`src/rtl/frac_baud_gen.sv`:
```
// Fractional baud-rate generator: a fixed-point divisor sets the event spacing to floor(N)/ceil(N) clocks,
// averaging exactly N. Events are presented as ticks, a toggled clock, or oversample sub-ticks.
module frac_baud_gen #(
    parameter int IW    = 24,
    parameter int FW    = 8,
    parameter int OSR_W = 5
) (
    input  logic                 clock_i,
    input  logic                 reset_ni,
    input  logic                 enable_i,
    input  logic                 load_i,
    input  logic [IW+FW-1:0]     divisor_i,
    input  logic [1:0]           mode_i,
    input  logic [OSR_W-1:0]     osr_i,
    output logic                 tick_o,
    output logic                 sub_tick_o,
    output logic                 clk_out_o,
    output logic                 armed_o,
    output logic                 div_err_o,
    output logic [IW:0]          acc_int_o
);

    localparam int AW = IW + FW + 1;
    localparam logic [AW-1:0] ONE = {{(AW-1){1'b0}}, 1'b1} << FW;
    localparam logic [AW-1:0] TWO = ONE << 1;

    typedef enum logic [1:0] {
        MODE_TICK     = 2'b00,
        MODE_TOGGLE   = 2'b01,
        MODE_OVS      = 2'b10,
        MODE_TICK_ALT = 2'b11
    } mode_e;

    logic [AW-1:0]    acc_q, acc_d;
    logic [OSR_W-1:0] os_cnt_q, os_cnt_d;
    logic             tick_q, tick_d;
    logic             sub_tick_q, sub_tick_d;
    logic             clk_out_q, clk_out_d;
    logic             armed_q, armed_d;
    logic             div_err_q, div_err_d;

    logic [AW-1:0]    div_ext;
    logic [AW-1:0]    ne;
    logic             div_lt_one;
    logic             event_hit;
    mode_e            mode;

    assign div_ext    = {1'b0, divisor_i};
    assign div_lt_one = (div_ext < ONE);
    assign ne         = div_lt_one ? ONE : div_ext;
    assign event_hit  = (acc_q < TWO);
    assign mode       = mode_e'(mode_i);

    always_comb begin
        acc_d      = acc_q;
        os_cnt_d   = os_cnt_q;
        clk_out_d  = clk_out_q;
        armed_d    = armed_q;
        tick_d     = 1'b0;
        sub_tick_d = 1'b0;
        div_err_d  = div_lt_one;

        if (load_i) begin
            acc_d     = ne;
            os_cnt_d  = '0;
            clk_out_d = 1'b0;
            armed_d   = 1'b1;
        end else if (enable_i && armed_q) begin
            if (mode != MODE_OVS) begin
                os_cnt_d = '0;
            end
            if (event_hit) begin
                // Reload uses the live divisor, so an unloaded divisor change lands here.
                acc_d = acc_q - ONE + ne;
                case (mode)
                    MODE_TOGGLE: begin
                        tick_d    = 1'b1;
                        clk_out_d = ~clk_out_q;
                    end
                    MODE_OVS: begin
                        sub_tick_d = 1'b1;
                        // >= rather than == so a shrinking osr cannot leave the count stranded above it.
                        if (os_cnt_q >= osr_i) begin
                            os_cnt_d  = '0;
                            tick_d    = 1'b1;
                            clk_out_d = ~clk_out_q;
                        end else begin
                            os_cnt_d = os_cnt_q + OSR_W'(1);
                        end
                    end
                    default: begin
                        tick_d    = 1'b1;
                        clk_out_d = 1'b0;
                    end
                endcase
            end else begin
                acc_d = acc_q - ONE;
            end
        end
    end

    always_ff @(posedge clock_i or negedge reset_ni) begin
        if (!reset_ni) begin
            acc_q      <= '0;
            os_cnt_q   <= '0;
            tick_q     <= 1'b0;
            sub_tick_q <= 1'b0;
            clk_out_q  <= 1'b0;
            armed_q    <= 1'b0;
            div_err_q  <= 1'b0;
        end else begin
            acc_q      <= acc_d;
            os_cnt_q   <= os_cnt_d;
            tick_q     <= tick_d;
            sub_tick_q <= sub_tick_d;
            clk_out_q  <= clk_out_d;
            armed_q    <= armed_d;
            div_err_q  <= div_err_d;
        end
    end

    assign tick_o     = tick_q;
    assign sub_tick_o = sub_tick_q;
    assign clk_out_o  = clk_out_q;
    assign armed_o    = armed_q;
    assign div_err_o  = div_err_q;
    assign acc_int_o  = acc_q[AW-1:FW];

endmodule
```
`config.mk`:
```
export PLATFORM = sky130hd
export DESIGN_NAME = frac_baud_gen
export DESIGN_NICKNAME = d
export VERILOG_FILES = /design/src/rtl/frac_baud_gen.sv
export SDC_FILE = /design/constraint.sdc
export NUM_CORES = 1
export LEC_CHECK = 0
export BUFFER_PORTS_ARGS = -buffer_cell sky130_fd_sc_hd__buf_4
export CAP_MARGIN = 20
export CORE_AREA = 2 2 103 105
export CTS_CLUSTER_SIZE = 20
export DETAILED_ROUTE_END_ITERATION = 12
export DIE_AREA = 0 0 105 107
export HOLD_SLACK_MARGIN = 0.05
export PLACE_DENSITY = 0.73
export SYNTH_ARGS = -nofsm -noshare
export SYNTH_HDL_FRONTEND = slang
export SYNTH_SLANG_ARGS = --single-unit
```
`constraint.sdc`:
```
create_clock -name clock_i -period 3.4 [get_ports clock_i]
set_input_delay 0.85 -clock clock_i [delete_from_list [all_inputs] [get_ports clock_i]]
set_output_delay 0.85 -clock clock_i [all_outputs]
set_load 0.1 [all_outputs]
```
==> results of run 1 <==
metal layers:
metal / up-vias / share of wire, %
li1: 2767 / -
met1: 2911 / 37
met2: 374 / 50
met3: 113 / 8.2
met4: 0 / 5.6
met5: - / 0
critical path: stages:
cell	delay [ns]
buf_8	0.10
nor4_4	0.32
nand4_1	0.21
or2_4	0.33
and2_1	0.19
ha_1	0.23
inv_1	0.13
fa_2	0.23
nand2b_4	0.15
a21oi_4	0.08
o21ba_4	0.25
a311oi_4	0.27
o21ai_2	0.13
a2111oi_4	0.41
buf_4	0.18
nor3_2	0.04
mux2i_1	0.17
a21oi_1	0.09
power by group through the flow:
stage | sequential, W | combinational (W) | clock, W
3_5_place_dp | 0.000593 | 0.00143 | 0
2_1_floorplan | 0.000601 | 0.000919 | 0
6_report | 0.000587 | 0.00173 | 0.000438
5_1_grt | 0.000592 | 0.00184 | 0.000467
4_1_cts | 0.000584 | 0.00156 | 0.000443
3_3_place_gp | 0.000591 | 0.00141 | 0
synthesized netlist by cell type, types with 3 or more instances:
cell type	number	area share (%)
xnor2_1	20	3.5
mux2i_1	5	1.0
and3_1	6	0.76
or3_1	6	0.76
nand2b_1	9	1.1
nor3_1	19	1.9
buf_2	6	0.61
o21bai_1	4	0.61
dfrtp_1	43	22
o21a_1	6	0.91
nand3_1	8	0.81
xor2_1	26	4.6
o31ai_1	4	0.61
buf_4	25	3.8
o21ai_0	40	4.0
clkbuf_1	47	3.6
nor2b_1	6	0.76
nor2_1	59	4.5
and4_1	3	0.53
nand4_1	12	1.5
a21oi_1	64	6.5
a21o_1	16	2.4
o22ai_1	6	0.76
ha_1	40	10
nor4_1	12	1.5
or2_2	3	0.38
o221ai_1	3	0.53
and2_1	10	1.3
a22oi_1	5	0.76
inv_1	17	1.3
o211ai_1	5	0.76
a221oi_1	3	0.53
nand2_1	69	5.2
o21ai_1	17	1.7
a211oi_1	10	1.5
state kept, by name, summed over array words and instances, names as in the netlist:
name        count
acc_q          33
clk_out_o       1
os_cnt_q        5
div_err_o       1
sub_tick_o      1
tick_o          1
armed_o         1
final timing paths:
check                           cells past startpoint        end  slack [ns]
min in group clock_i                                1    armed_o        0.54
max in group asynchronous                           1   acc_q[5]        2.46
worst min-delay path                                1  acc_q[11]        0.54
worst max register to register                     15  acc_q[32]       -0.50
worst min register to register                      1    armed_o        0.54
worst max-delay path                               18  acc_q[30]       -0.77
cells by family (layout without fill, tap and decap cells):
family | count (synthesis) | after routing | share of synthesized area, %
DFF | 43 | 43 | 21.7
and+or+nand+nor | 228 | 229 | 22.2
buffers and inverters | 96 | 298 | 9.32
muxes | 6 | 6 | 1.24
xor gates and xnor gates | 46 | 46 | 8.14
AOI/OAI and AO/OA | 208 | 208 | 26.9
adders and majority gates | 41 | 41 | 10.5
final cells by class:
cell class	instances	area [sq um]
Timing Repair Buffer	273	2220
Fill cell	717	2520
Inverter	17	68.8
Clock inverter	3	47.5
Clock buffer	5	68.8
Tap cell	136	170
Multi-Input combinational cell	530	3920
Sequential cell	43	1080
through the flow:
step                total power [W]  TNS (ns)  cells  worst slack, ns
CTS                         0.00259     -9.04   1000           -0.617
finish                      0.00276    -13.31   1007           -0.774
global route                0.00289    -15.68   1007           -0.811
floorplan                   0.00152     -2.79    668           -0.511
detailed placement          0.00202    -17.09    956           -0.991
global placement            0.00200    -15.74    956           -0.892
timing repair:
action / 4_1_cts / 5_1_grt
pin swaps: 34 / 49
resized for setup: 60 / 67
cloned: 1 / 0
setup buffers: 35 / 27
setup endpoints to repair: 26 / 30
==> impl.org, run 1 <==
** Outcome
- Status :: finished with violations
- Failing checks :: negative setup slack

** Floorplanning
- In this run the horizontal extent of the chip is 105 um.
- The initial utilization of the core area, before any placement, comes to 49.1%.
- Vertical extent of the die :: 107 um
- The die covers 11,200 sq um.
- Pin placement for this block handled 73 I/O pins.
- Row generation in the floorplan step produced 37 rows.
- The core region is 10,100 sq um.

** Synth
- In this run, synthesis inferred 0 flip-flops with an integrated enable.
- Main synth FF type :: dfrtp_1
- Gate Count Post-Synth :: 668
- Synthesized area divided by synthesized cell count :: 7.41 sq um
- Summing the sequential cell areas from Yosys gives 21.7% of the chip area.
- The number of nets handed over by synthesis was 752.
- During synthesis, Yosys emitted a total of 0 warnings.
- For this run, asynchronously set or reset flops after synthesis account for 100%.
- In this run, synthesis produced a sequential element count of 43.
- The netlist uses 64 different library cells.
- Post-synthesis instance area :: 4950 sq um

** STA
- The worst pin sits at a relative slew slack of 52.3%.
- The max-slew violation total from the final report was 0.
- Final number of setup-violating endpoints :: 29
- Hold WS :: 0.536 ns
- Worst Clk Skew :: 0.00701 ns
- Tightest Pin Transition :: 0.716 ns
- Maximum achievable frequency :: 240 MHz
- Setup repair after global routing missed its margin :: true
- After layout, the worst setup slack is -0.774 ns.
- Final critical-path share of the clock period :: 123%
- Final Hold Fails :: 0
- The worst path in the final design needs a cycle of 4.17 ns, including I/O delays and setup.

** GRT
- The global routing stage identified its most utilized layer as met2.
- Met1 usage in global routing :: 38.4%
- The number of antenna violations at the first check in global routing was 0.
- Entering global routing, the biggest net connects 68 pins.
- Global-route wire length before repair :: 30.2 mm
- M3 GR Usage :: 4.98%
- For this run, global-route usage on met2 was measured as 59.7%.
- The number of global-route vias before repair came to 6,290.
- Overall Global Routing Usage :: 33.3%
- GR Overflow Total :: 0

** Placed design
- Input and output buffers added on the ports amount to 72.
- Placement Cell Area :: 6560 sq um
- At the end of routability-driven placement, the weighted congestion stood at 0.947.
- Detailed placement ended at an HPWL of 13.2 mm.

** Critical path
- Tracing the worst setup path back leads to its startpoint at divisor_i[21].
- For the worst setup path, the data required time is 3.60 ns.
- By startpoint and endpoint, the worst setup path is classified as in2reg.
- In this run the worst path has a maximum fanout of 5.
- Crit Reg-Reg Startpoint :: acc_q[13]
- Critical Path AT :: 4.37 ns
- Sort of element at the end of the critical path :: flop
- The worst setup path is launched from a primary input.

** Worst hold path
- The path class of the tightest hold or removal check is in2async.

** Power
- The share of total power dissipated in the clock network is 15.9%.
- Combinational group share of total power :: 62.8%
- Power share of the sequential group :: 21.3%
- In this run the power spent charging and discharging nets is 0.00123 W.
- Pint :: 0.00153 W
- Fraction of power spent switching nets :: 44.6%
- Dividing total power by cell area gives a power density of 364 nW/um^2.
- Leakage component of the power :: 3.53 nW
- The worst-case IR drop observed on VDD is 202 uV.

** Detailed routing
- Per-cell via count in the routed design :: 6.12
- Summing over every cut layer, the via total after detailed routing is 6,165.
- Drc violations :: 0
- The first detailed-routing pass took 6 iterations.
- Number of nets with antenna violations after detailed routing :: 0
- Avg WL per Cell :: 19.5 um
- Total Routed Length :: 19.6 mm
- First-iteration detailed-routing DRC count :: 560

** Cells and area
- Cells with a size suffix above 1 make up 41.7% of the layout.
- Final Util :: 75.0%
- After routing the design area is 7570 sq um.
- Diode count :: 0
- Leaving out fill and tap cells, the most frequent cells in the layout are 233 x buf_4, 66 x nand2_1, 56 x nor2_1, 55 x a21oi_1, 43 x dfrtp_1.
- Number of nets at the end of the flow :: 954
- The library cell used most frequently in the layout, excluding fill and tap cells, is buf_4.
- Synth-to-Final Area Change :: 52.9%

** Flow run
- Max-cap violations :: 0

** Clock tree
- In this run, post-CTS hold repair placed 0 buffers.
- Number of levels in the clock H-tree :: 2
- The number of clock buffers added by TritonCTS is 5.
- In this run the deepest clock path goes through 2 buffers.
- The later pin in the worst-skew pair is clocked with a latency of 0.31 ns.
- Counting every sink on the clock net gives 43.
- Clock tree root buffer cell :: clkbuf_8
- Clock-pin slew was measured on the worst setup and hold paths at 0.10 ns.
- TritonCTS clock tree :: yes
No activity file was read; power rests on OpenSTA's default activity.
==> run 2: changes to the inputs <==
CORE_AREA = 10 10 111 113   (was 2 2 103 105)
DIE_AREA = 0 0 121 123   (was 0 0 105 107)
==> run 2 against run 1 <==
Critical endpoint unchanged. Cell count down 3.5%. The run still ends with negative setup slack left. Combinational power down 5%. Power down 6.0%. Clock skew down 0.0016 ns. Sequential share of layout area up 0.72 points. Core utilization down 3.9 points. Non-clock buffer count down 34. Count of clock-buffer cells in the layout unchanged. First-iteration DRC count up 3.6%.
==> impl.org, run 2 (synthesis gave the netlist of run 1 again) <==
** Power
- Overall Power :: 0.00259 W (-6.0%)
- Leakage component of the power :: 3.31 nW (-6.2%)
- The largest vdd supply drop came to 211 uV (+4.6%).
- The power per cell area came to 360 nW/um^2 (-1.2%).

** Critical path
- Most common cell on crit path :: buf_4
- Crit-path max FO :: 8 (+3)
- On the critical path the largest part of the delay comes from compound AO/OA/AOI/OAI gates.
- The worst endpoint data arrival time came to 4.41 ns (+0.04 ns).
- The worst setup path is captured at a flop.
- Slowest CP cell :: a2111oi_4
- Buffers plus inverters on the worst setup path :: 3 (unchanged)
- Critical setup path kind :: in2reg
- Critical path launch point type :: primary input
- The maximum single-stage delay on the critical path was 0.43 ns (+0.02 ns).
- The critical path goes through buf_8 -> nor4_4 -> buf_4 -> nand4_1 -> or2_4 -> and2_1 -> ha_1 -> o21a_1 -> o21ai_0 -> o21ba_4 -> a311oi_4 -> o21ai_2 -> a2111oi_4 -> buf_4 -> nor3_4 -> mux2i_1 -> a21oi_1.
- The required time of the worst setup path was 3.60 ns (about the same).

** GRT
- Antenna violations before repair :: 0 (unchanged)
- The largest net degree at the start of global routing is 68 (unchanged).
- GR Overflow Total :: 0 (unchanged)
- Overall Global Routing Usage :: 23.3% (-10 points)
- The number of global-route vias before repair is 5,825 (-7.4%).
- The first-pass GRT wire length was 28.5 mm (-5.6%).

** Cells and area
- The end-of-flow core utilization is 71.1% (-3.9 points).
- The largest registers in the layout are acc_q: 33 flops, os_cnt_q: 5 flops.
- Number of nets at the end of the flow :: 919 (-3.7%)
- The fraction of layout instances using a drive strength above 1 came to 39.5% (-2.2 points).
- Leaving out fill and tap cells, the most frequent cells in the layout are 225 x buf_4, 66 x nand2_1, 56 x a21oi_1, 52 x nor2_1, 43 x dfrtp_1.
- The area of the multi-input gates is 3950 sq um (+0.86%).
- More flip-flops sit in one register than any other, and that register is acc_q.
- The area taken by flip-flops and latches is 1080 sq um (unchanged).
- Leading cell type in the layout, fill and taps excluded :: buf_4
- The number of flip-flops under the largest register name is 33 (unchanged).
- Synth-to-Final Area Change :: 45.5%
- Diode count :: 0 (unchanged)
- Filler cell count in the final layout :: 774 (+7.9%)

** Floorplanning
- The die outline height was 123 um (+15%).
- Initial Utilization :: 48.8% (-0.22 points)
- The number of I/O pins was 73 (unchanged).
- Standard cell core area :: 10,100 sq um (+0.46%)
- FP Rows :: 37 (unchanged)
- The die span in x came to 121 um (+15%).
- Die footprint :: 14,900 sq um (+32%)

** STA
- The actual transition at the worst max-transition pin was 0.706 ns (-0.00972 ns).
- The number of setup violations in the final report was 26 (-10%).
- Setup repair after global routing missed its margin :: true
- The worst relative slew slack was 52.9% (+0.65 points).
- Worst setup margin :: -0.807 ns (-0.0329 ns)
- The final worst clock skew is 0.00545 ns (-0.00156 ns).
- Final critical-path share of the clock period :: 124% (+0.97 points)
- Maximum achievable frequency :: 238 MHz (-0.78%)
- The count of final hold-check violations was 0 (unchanged).
- The minimum clock period after layout is 4.21 ns (+0.0329 ns).
- Number of slew-limit violations in the final report :: 0 (unchanged)

** Clock tree
- The hold buffer count at cts came to 0 (unchanged).
- The number of clock buffers inserted by TritonCTS came to 5 (unchanged).
- TritonCTS built the clock tree.
- Number of levels in the clock H-tree :: 2 (unchanged)
- The number of clock sinks seen by CTS is 43 (unchanged).
- The largest buffer count on any clock path came to 2 (unchanged).
- Clock tree synthesis selected as its root buffer the cell clkbuf_8.
- Clock transition at the registers of the reported paths :: 0.09 ns (about the same)
- The clock latency of the later-clocked register in the worst-skew pair came to 0.32 ns (about the same).

** Outcome
- The final reports fail on negative setup slack.
- The flow ran to the end, but the final reports show violations.

** Detailed routing
- Total Routed Length :: 18.8 mm (-3.9%)
- The final routed DRC violation total came to 0 (unchanged).
- The post-detailed-route wirelength per cell came to 19.4 um (-0.47%).
- First-iteration detailed-routing DRC count :: 580 (+3.6%)
- The post-route antenna net violation count came to 0 (unchanged).
- 1st-pass router iterations :: 5 (-1)
- Routed via count :: 5,881 (-4.6%)
- The ratio of routed vias to standard cells came to 6.05 (-1.2%).

** Worst hold path
- Hold/Removal Path Class :: in2async

** Placed design
- The post-placement setup slack was -0.963 ns (+0.0280 ns).
- HPWL reported at the end of detailed placement :: 13.7 mm (+3.9%)
- The count of port buffers added during placement was 72 (unchanged).
- Final weighted congestion in routability-driven placement :: 1.01 (+7.0%)

** Flow run
- The max capacitance violation total was 0 (unchanged).
-- run 2: timing repair --
action | CTS | global route
gates resized for setup | 44 | 61
buffers inserted | 7 | 8
endpoints found under the hold margin | 0 | 0
pin swaps | 42 | 40
endpoints found under the setup margin | 26 | 26
-- run 2: layout make-up --
type / count / area share (%)
sequential: 43 / 14.9
clock buffer: 5 / 0.955
multi-input combinational: 529 / 54.9
tap: 136 / 2.36
clock inverter: 3 / 0.278
timing repair buffer: 239 / 25.7
inverter: 17 / 0.920
-- run 2: report_power, final --
part	switching, W	internal (W)	total (W)
logic	0.000955	0.000695	0.00165
registers	0.0000398	0.000549	0.000589
clock network	0.000210	0.000143	0.000353
total	0.00120	0.00139	0.00259
-- run 2: path summary, 6_finish.rpt --
kind                               start         to  slack, ns  depth (start not counted)
max in group asynchronous       reset_ni  acc_q[24]       2.46                          1
max reg2reg                    acc_q[11]  acc_q[32]      -0.57                         16
min                             reset_ni  acc_q[11]       0.53                          1
max                        divisor_i[19]  acc_q[30]      -0.81                         17
min in group clock_i             armed_o    armed_o       0.54                          1
min reg2reg                      armed_o    armed_o       0.54                          1
-- run 2: worst register-to-register path: stages, from the launching register on --
cell and delay [ns]:
dfrtp_1 0.41, or4_4 0.56, nor3_2 0.14, buf_4 0.16, nand2_1 0.07, nor2_1 0.11, xor2_1 0.21, ha_1 0.29
a211oi_1 0.36, nand2_1 0.13, o21ai_0 0.15, a21oi_1 0.11, o21a_1 0.24, o31ai_2 0.29, o21ai_1 0.11, mux2i_1 0.17
mux2_1 0.34
-- run 2: through the flow --
step	area (sq um)	hold slack (ns)	setup TNS, ns	instances
3_3_place_gp	6540	0.492	-17.74	953
6_report	7210	0.528	-10.38	972
4_1_cts	6860	0.534	-8.16	967
3_5_place_dp	6540	0.509	-17.73	953
5_1_grt	7210	0.562	-13.34	972
2_1_floorplan	5060	0.498	-2.79	668
-- run 2: per-layer routing --
| layer | routed length [um] | track usage [%] | vias to the layer above |
|---|---|---|---|
| met4 | 645 | 8.67 | 0 |
| met5 | 0 | 0 | - |
| li1 | - | - | 2695 |
| met2 | 9660 | 43.0 | 293 |
| met1 | 7280 | 26.6 | 2819 |
| met3 | 1250 | 3.60 | 74 |
==> run 3: changes to the inputs <==
CELL_PAD_IN_SITES_DETAIL_PLACEMENT = 1   (was unset)
CELL_PAD_IN_SITES_GLOBAL_PLACEMENT = 2   (was unset)
CORE_AREA = 10 10 140 142   (was 10 10 111 113)
DIE_AREA = 0 0 150 152   (was 0 0 121 123)
PLACE_DENSITY = unset   (was 0.73)
PLACE_DENSITY_LB_ADDON = 0.1   (was unset)
==> run 3 against run 2 <==
The flow still finishes with violations (negative setup slack). Cell count rose by 11%. Worst hold slack got worse by 0.0075 ns. Flip-flop and latch count did not move. Worst setup slack improved by 0.18 ns. Critical path type unchanged. Critical endpoint unchanged. Largest cell class unchanged.
==> impl.org, run 3 (synthesis gave the netlist of run 1 again) <==
** Outcome
- Status :: finished with violations
- The checks that failed: negative setup slack.

** Cells and area
- The library cell used most frequently in the layout, excluding fill and tap cells, is buf_4.
- The area of the multi-input gates was 3960 sq um (about the same).
- Fraction of final layout cells with drive strength greater than 1 :: 41.1% (+1.6 points)
- Most frequent cells in the layout :: 241 x buf_4, 66 x nand2_1, 54 x a21oi_1, 53 x nor2_1, 43 x dfrtp_1
- Area occupied by registers :: 1080 sq um (unchanged)
- The number of nets at the end of the flow is 935 (+1.7%).
- The fill cell instance count of the final layout was 2,085 (+170%).
- Layout Cells excl Fill :: 1,078 (+11%)
- Max reg flops :: 33 (unchanged)
- The largest registers in the layout are acc_q: 33 flops, os_cnt_q: 5 flops.
- Synth-to-Final Area Change :: 51.7%
- Top reg by flops :: acc_q

** Power
- The internal power came to 0.00154 W (+11%).
- Largest voltage drop on the vdd net :: 201 uV (-4.8%)
- The switching power as a share of total power came to 45.2% (-1.3 points).
- Combinational group share of total power :: 59.5% (-4.2 points)
- P per Cell Area :: 375 nW/um^2 (+4.2%)
- The relative contribution of sequential cells to total power is 21.0% (-1.7 points).
- Power dissipated by switching net loads :: 0.00127 W (+5.6%)
- Overall Power :: 0.00281 W (+8.6%)
- The static power due to leakage came to 3.41 nW (+2.8%).
- The clock share of power came to 19.5% (+5.9 points).

** Critical path
- STA classifies the critical path endpoint as a flop.
- Capture instance of the worst register-to-register path :: acc_q[32]
- Crit-path max FO :: 8 (unchanged)
- The depth of the worst register-to-register path came to 15 (-1).
- The required time of the worst setup path came to 3.59 ns (about the same).
- The worst reg-to-reg setup slack was -0.38 ns (+0.19 ns).
- Start point of the critical path :: divisor_i[19]
- The worst setup path is of the in2reg kind.
- The worst endpoint data arrival time is 4.22 ns (-0.19 ns).
- Crit Reg-Reg Startpoint :: acc_q[13]
- Critical path launch point type :: primary input

** STA
- The worst relative slew slack was 37.8% (-15 points).
- The maximum clock frequency is 248 MHz (+4.4%).
- Setup repair after global routing missed its margin :: true
- The final critical-path share of the clock period was 119% (-5.2 points).
- The count of final hold-check violations came to 0 (unchanged).
- The minimum clock period after layout was 4.03 ns (-0.176 ns).
- Worst Clk Skew :: 0.0115 ns (+0.00604 ns)
- The worst-case setup margin in the final layout is -0.631 ns (+0.176 ns).
- The actual transition at the worst max-transition pin was 0.930 ns (+0.224 ns).
- Number of slew-limit violations in the final report :: 0 (unchanged)
- Final number of setup-violating endpoints :: 26 (unchanged)

** Detailed routing
- Number of nets with antenna violations after detailed routing :: 0 (unchanged)
- The ratio of routed vias to standard cells is 5.24 (-13%).
- The number of DRC markers in iteration 0 came to 225 (-61%).
- 1st-pass router iterations :: 4 (-1)
- The final routed DRC violation total came to 0 (unchanged).
- Avg WL per Cell :: 20.0 um (+3.2%)
- The wire length reported by the detailed router is 21.5 mm (+14%).
- Routed via count :: 5,644 (-4.0%)

** Clock tree
- Clock tree synthesis selected as its root buffer the cell clkbuf_16.
- Clk Latency, worst-skew pair :: 0.31 ns (about the same)
- Total clock buffers created by CTS :: 5 (unchanged)
- TritonCTS clock tree :: yes
- Clock transition at the registers of the reported paths :: 0.07 ns (-0.02 ns)
- The largest buffer count on any clock path was 2 (unchanged).
- CTS sink count :: 43 (unchanged)
- The maximum level of the CTS H-tree came to 2 (unchanged).
- Hold-fix buffers, CTS :: 0 (unchanged)

** Floorplanning
- The starting utilization of the core area is 29.2% (-20 points).
- The number of I/O pins was 73 (unchanged).
- FP Rows :: 48 (+30%)
- The total core area was 16,900 sq um (+67%).
- The die span in x was 150 um (+24%).
- Die footprint :: 22,800 sq um (+53%)
- Vertical extent of the die :: 152 um (+24%)

** Flow run
- Max-cap violations :: 0 (unchanged)

** GRT
- Overall Global Routing Usage :: 18.4% (-5.0 points)
- The number of global-route vias before repair was 6,210 (+6.6%).
- The remaining global-route overflow was 0 (unchanged).
- Antenna violations before repair :: 0 (unchanged)
- The first-pass GRT wire length came to 33.9 mm (+19%).
- Largest net degree at the start of global routing :: 68 (unchanged)

** Placed design
- The count of port buffers added during placement is 72 (unchanged).
- The post-placement cell count is 1,057 (+11%).
- HPWL reported at the end of detailed placement :: 16.6 mm (+21%)
- Worst setup timing slack at the placement stage :: -1.21 ns (-0.242 ns)
- Final weighted congestion in routability-driven placement :: 0.868 (-14%)

** Worst hold path
- Hold path start :: armed_o
- Hold/Removal Path Class :: reg2reg
- Counting instances, the worst hold path has a depth of 1.
- Worst Hold Endpoint :: armed_o
run 3: changes by cell type in the layout (fill, tap and decap cells not counted), moves of 5 or more:
cell / before / now
buf_4: 225 / 241
a21oi_2: 4 / 9
clkbuf_16: 0 / 5
clkbuf_8: 5 / 0
o21ai_1: 24 / 19
run 3: worst max-delay path, stage by stage:
cell,delay (ns)
buf_8,0.10
nor4_4,0.26
buf_4,0.16
nand4_1,0.13
or2_4,0.33
and2_4,0.18
ha_4,0.21
a21o_1,0.17
or3_4,0.36
o21ba_4,0.23
a311oi_4,0.26
o21ai_2,0.13
a2111oi_4,0.35
buf_4,0.19
nor3_4,0.04
mux2i_1,0.17
a21oi_1,0.08
run 3: cell type report:
cell class | count | share of cell area [%]
Multi-Input combinational cell | 529 | 52.7
Timing Repair Buffer | 255 | 26.3
Sequential cell | 43 | 14.3
Tap cell | 225 | 3.75
Clock buffer | 5 | 1.67
Inverter | 17 | 0.883
Clock inverter | 3 | 0.316
Antenna cell | 1 | 0.0333
run 3: timing repair:
item	in CTS	in global routing
gates cloned	0	0
gates resized for setup	57	45
buffers inserted	7	8
pin swaps	42	37
setup endpoints to repair	26	28
run 3: worst max path at each step:
stage	end	slack [ns]	depth (start not counted)
floorplan	acc_q[32]	-0.51	15
global placement	acc_q[32]	-1.07	16
detailed placement	acc_q[32]	-1.21	16
CTS	acc_q[30]	-0.64	17
global route	acc_q[30]	-0.76	17
finish	acc_q[30]	-0.63	17
run 3: power groups by stage:
| stage | clock network (W) | registers (W) | logic, W |
|---|---|---|---|
| final | 0.000550 | 0.000590 | 0.00168 |
| after global routing | 0.000585 | 0.000595 | 0.00181 |
| after CTS | 0.000571 | 0.000589 | 0.00159 |
| after detailed placement | 0 | 0.000598 | 0.00149 |
| after global placement | 0 | 0.000596 | 0.00146 |
| after floorplan | 0 | 0.000601 | 0.000919 |
run 3: per-layer routing:
metal / GRT usage (%) / part of all wire (%) / vias to the layer above
li1: - / - / 2726
met1: 23.0 / 45 / 2820
met2: 32.1 / 50 / 83
met3: 2.73 / 3.4 / 15
met4: 4.31 / 1.5 / 0
met5: 0 / 0 / -
run 3: metrics by stage:
| step | instance area, sq um | util, % | setup TNS, ns | hold WS [ns] |
|---|---|---|---|---|
| final | 7510 | 44.4 | -9.90 | 0.521 |
| after detailed placement | 6770 | 40.0 | -19.92 | 0.506 |
| after global placement | 6770 | 40.0 | -18.21 | 0.518 |
| after CTS | 7230 | 42.7 | -8.59 | 0.525 |
| after floorplan | 5060 | - | -2.79 | 0.498 |
| after global routing | 7510 | 44.3 | -14.04 | 0.548 |
